===== config.mk =====
export PLATFORM = sky130hd
export DESIGN_NAME = scroll_tick_gen
export DESIGN_NICKNAME = d
export VERILOG_FILES = /design/src/rtl/scroll_tick_gen.sv
export SDC_FILE = /design/constraint.sdc
export NUM_CORES = 1
export LEC_CHECK = 0
export BUFFER_PORTS_ARGS = -buffer_cell sky130_fd_sc_hd__clkbuf_2
export CAP_MARGIN = 20
export CELL_PAD_IN_SITES_DETAIL_PLACEMENT = 0
export CELL_PAD_IN_SITES_GLOBAL_PLACEMENT = 2
export CORE_MARGIN = 2
export CORE_UTILIZATION = 34
export CTS_CLUSTER_SIZE = 16
export DETAILED_ROUTE_END_ITERATION = 12
export GPL_TIMING_DRIVEN = 0
export HOLD_SLACK_MARGIN = 0.1
export PLACE_DENSITY_LB_ADDON = 0.1
export SETUP_SLACK_MARGIN = 0.2
export SLEW_MARGIN = 20
export SYNTH_ARGS = -nofsm -noshare
export SYNTH_HDL_FRONTEND = slang
export SYNTH_SLANG_ARGS = --single-unit
export TNS_END_PERCENT = 20

===== constraint.sdc =====
create_clock -name clock -period 3.09 [get_ports clock]
set_input_delay 0.618 -clock clock [delete_from_list [all_inputs] [get_ports clock]]
set_output_delay 0.618 -clock clock [all_outputs]
set_load 0.05 [all_outputs]

===== src/rtl/scroll_tick_gen.sv =====
// scroll_tick_gen: paces offset steps and row-edge strobes for the tile offset counter; SCROLL_RAMP_EN enables the difficulty ramp
module scroll_tick_gen #(
    parameter int                 DIV_W      = 26,
    parameter logic [DIV_W-1:0]   DIV_START  = 26'd2500000,
    parameter logic [DIV_W-1:0]   DIV_MIN    = 26'd500000,
    parameter logic [DIV_W-1:0]   DIV_STEP   = 26'd250000,
    parameter logic [5:0]         EDGE_COUNT = 6'd60,
    parameter logic [3:0]         RAMP_EDGES = 4'd4
) (
    input  logic             clock,
    input  logic             resetn,
    input  logic             startn,
    input  logic             pause,
    input  logic             game_over,
    output logic             offset_increase,
    output logic             edge_go,
    output logic             busy,
    output logic [3:0]       speed_level,
    output logic [DIV_W-1:0] cur_div
);
    typedef enum logic [1:0] {IDLE, RUN, PAUSE, DONE} state_t;
    localparam logic [DIV_W-1:0] ONE = 1;
    state_t           state_q, state_d;
    logic [DIV_W-1:0] cnt_q, cnt_d;
    logic [5:0]       tick_q, tick_d;
    logic             inc_q, inc_d, edge_q, edge_d;
    logic             active;
`ifdef SCROLL_RAMP_EN
    logic [DIV_W-1:0] div_q, div_d, div_nx;
    logic [3:0]       lvl_q, lvl_d, edges_q, edges_d;
    // Next ramp period, clamped to DIV_MIN without wrapping below zero
    assign div_nx = ({1'b0, div_q} >= ({1'b0, DIV_MIN} + {1'b0, DIV_STEP})) ? div_q - DIV_STEP : DIV_MIN;
    assign speed_level = lvl_q;
`else
    logic [DIV_W-1:0] div_q;
    logic             unused_ramp;
    assign div_q       = DIV_START;
    assign speed_level = 4'd0;
    assign unused_ramp = ^{DIV_MIN, DIV_STEP, RAMP_EDGES};
`endif
    assign active          = (state_q == RUN) || (state_q == PAUSE);
    assign busy            = active;
    assign offset_increase = inc_q;
    assign edge_go         = edge_q;
    assign cur_div         = div_q;
    // Next state: start from IDLE/DONE, game_over beats pause, pause beats a due strobe
    always_comb begin
        state_d = state_q;
        cnt_d   = cnt_q;
        tick_d  = tick_q;
        inc_d   = 1'b0;
        edge_d  = 1'b0;
`ifdef SCROLL_RAMP_EN
        div_d   = div_q;
        lvl_d   = lvl_q;
        edges_d = edges_q;
`endif
        if (!active) begin
            if (!startn) begin
                state_d = RUN;
                cnt_d   = DIV_START - ONE;
                tick_d  = 6'd0;
`ifdef SCROLL_RAMP_EN
                div_d   = DIV_START;
                lvl_d   = 4'd0;
                edges_d = 4'd0;
`endif
            end
        end else if (game_over) begin
            state_d = DONE;
        end else if (pause) begin
            state_d = PAUSE;
        end else begin
            state_d = RUN;
            if (cnt_q != '0) begin
                cnt_d = cnt_q - ONE;
            end else begin
                cnt_d = div_q - ONE;
                if (tick_q != EDGE_COUNT - 6'd1) begin
                    inc_d  = 1'b1;
                    tick_d = tick_q + 6'd1;
                end else begin
                    edge_d = 1'b1;
                    tick_d = 6'd0;
`ifdef SCROLL_RAMP_EN
                    if (edges_q + 4'd1 == RAMP_EDGES) begin
                        edges_d = 4'd0;
                        div_d   = div_nx;
                        cnt_d   = div_nx - ONE;
                        lvl_d   = (lvl_q == 4'd15) ? lvl_q : lvl_q + 4'd1;
                    end else begin
                        edges_d = edges_q + 4'd1;
                    end
`endif
                end
            end
        end
    end
    // State, counters and registered strobes with async reset
    always_ff @(posedge clock or negedge resetn) begin
        if (!resetn) begin
            state_q <= IDLE;
            cnt_q   <= '0;
            tick_q  <= '0;
            inc_q   <= 1'b0;
            edge_q  <= 1'b0;
`ifdef SCROLL_RAMP_EN
            div_q   <= DIV_START;
            lvl_q   <= '0;
            edges_q <= '0;
`endif
        end else begin
            state_q <= state_d;
            cnt_q   <= cnt_d;
            tick_q  <= tick_d;
            inc_q   <= inc_d;
            edge_q  <= edge_d;
`ifdef SCROLL_RAMP_EN
            div_q   <= div_d;
            lvl_q   <= lvl_d;
            edges_q <= edges_d;
`endif
        end
    end
endmodule

==> results.cfg <==
[clocking]
path_clk_slew_ps = 70
clk_path_buf_depth = 2
clock_sinks = 36
htree_levels = 2
cts_tree = done
hold_buffers = 0
cts-root-buf = clkbuf_8
clk_latency_ps = 290
cts_made_buffers = 5

[floorplan]
row_count = 28
dieArea_sq_mm = 0.00680
die_y_um = 82.5
die_width_um = 82.5
ios = 38
initial_core_util = 0.354
core_area_sq_mm = 0.00592

[final_layout]
antennaDiodeCount = 0
final_nets = 273
seqCellArea_sq_um = 901
nFillCells = 613
stdcell_area_sq_mm = 0.00246
area_growth_pct = 17.3
multi_input_area_sq_mm = 0.00104
final_cells = 341
drive_gt1_frac = 0.233

[global_routing]
grt_max_degree = 37
overflow = 0
grt_antenna_before_repair = 0
grt_pass1_vias = 1469
grtUsageTotal = 0.145
grt_pass1_wl_um = 7380

[timing]
rsz0062_at_grt = no
setup_viol = 0
finalCriticalPeriod_ps = 2690
worst_slew_pin_slew_ps = 942
setup_slack_ps = 400
period_share = 0.870
fmax_ghz = 0.372
fin_tns_setup_ps = 0
skew_ps = 9.03
max_slew_margin = 0.372
finalHoldViolCount = 0
drv_slew = 0

[place]
place_area_sq_mm = 0.00233
port_buffers = 7
dp.cells = 330
dp_hpwl_um = 2950
dp_slack_ps = -257
gp_congestion = 0.731

[yosys]
ys_types = 41
synth_edf_count = 0
yosys_warnings = 0
synth_area_leader_cell = dfrtp_1
yosysSeqAreaShare = 0.430
synthCells = 220
synth_top_area_share = 0.430
synthFlopType = dfrtp_1
synth_area_sq_mm = 0.00209
avgSynthCellArea_sq_um = 9.51
netlist_top_cells_area = dfrtp_1 43%, buf_4 11%, xor2_1 5.9%
yosysMostFrequentCell = dfrtp_1
ys_ff_latch = 36
ys_top_cells_by_count = 36 x dfrtp_1, 30 x buf_4, 25 x nor2_1
synth-async-reset-ratio = 1.00

[setup_path]
path_depth = 6
endpoint_kind = register
reg2reg_slack_ps = 400
crit_type = register to register
cp_data_arrival_time_ps = 2860
endpoint = cnt_q[16]
crit_path_top_delay_cell = or4_4
crit_buf_inv = 1
worst_path_most_repeated_cell = or4_4
cp_cell_sequence = or4_4 > or4_4 > or4_4 > a21oi_4 > buf_6 > nor2_1
required_ps = 3260
reg2reg_from = cnt_q[14]
r2r-end = cnt_q[16]
reg2regPathDepth = 6
crit_path_start_kind = register
crit_family = simple AND/OR/NAND/NOR gates
crit_fanout = 10
crit_start = cnt_q[14]
critical-path-max-stage-delay_ps = 570

[pwr]
p_per_area_mw_per_mm2 = 556
fin_total_pwr_mw = 1.37
p_leak_nw = 1.09
ir_drop_mv = 0.193

[worst_hold_path]
hold_class = input port to asynchronous set/reset pin

[drt]
wl_per_cell_um = 12.5
routed_wirelength_um = 4280
dr.first_iter.drc_count = 80
antenna_left = 0
firstDrtPassIters = 5
drc = 0
vias_per_cell = 4.62
vias = 1574

[run]
drv_cap = 0

[run_status]
status = completed
==> per-layer routing <==
metal	GRT usage	part of all wire	wire, um	vias up
li1	-	-	-	794
met1	0.191	0.47	2020	733
met2	0.229	0.46	1980	39
met3	0.0261	0.042	181	8
met4	0.0700	0.023	97	0
met5	0	0	0	-
==> state kept, by name, indices dropped and copies added, names as in the netlist <==
register and flops:
cnt_q 26, offset_increase 1, tick_q 6, edge_go 1
state_q 2
==> power breakdown <==
| part | leakage [nW] | internal [mW] | switching [mW] |
|---|---|---|---|
| logic | 0.612 | 0.132 | 0.361 |
| clock network | 0.0410 | 0.153 | 0.167 |
| registers | 0.435 | 0.510 | 0.0417 |
==> kinds of logic after synthesis <==
group	synth area share
xor gates and xnor gates	0.0962
muxes	0.0149
and+or+nand+nor	0.243
AOI/OAI and AO/OA	0.0676
other	0.00359
DFF	0.430
buffers and inverters	0.133
adders and majority gates	0.0120
==> layout make-up <==
cell class	count	area share
repair buffers	11	0.0265
clock buffers	6	0.0295
well taps	75	0.0382
plain buffers	34	0.101
clock inverters	1	0.00204
inverters	8	0.0122
multi-input cells	170	0.424
flip-flops and latches	36	0.367
==> cells in the final DEF (no fill, tap or decap), drive strengths merged, types with 2 or more instances in the layout <==
cell type	instances
a21oi	4
a32oi	2
and3	4
buf	36
clkbuf	15
clkinv	2
conb	30
dfrtp	36
ha	2
inv	7
mux2i	2
nand2	15
nand3	10
nand4	7
nor2	25
nor3	6
nor4	9
nor4b	2
o211ai	3
o21ai	6
or2	2
or3	4
or4	6
xnor2	9
xor2	14
==> worst min path at each step <==
stage / start / endpoint / slack (ps)
after floorplan: resetn / cnt_q[0] / 320
after global placement: tick_q[0] / tick_q[0] / 490
after detailed placement: tick_q[0] / tick_q[0] / 500
after CTS: resetn / cnt_q[21] / 500
after global routing: resetn / cnt_q[21] / 530
final: resetn / cnt_q[11] / 460
==> worst reg2reg max path: cells and delay by family (launching register included) <==
kind | cells | cell delay, ps
and+or+nand+nor | 4 | 1650
AOI/OAI and AO/OA | 1 | 330
buffers and inverters | 1 | 200
DFF | 1 | 410
==> what timing repair did <==
action	4_1_cts	5_1_grt
buffers inserted	2	2
gates resized for setup	2	2
hold endpoints to repair	0	0
pin swaps	2	1
endpoints found under the setup margin	33	22
==> through the flow <==
stage	hold slack, ps	util
final	463	0.415
after detailed placement	501	0.393
after global placement	495	0.393
after floorplan	322	-
after CTS	498	0.411
after global routing	533	0.415
Power figures use the tool's default switching activity.
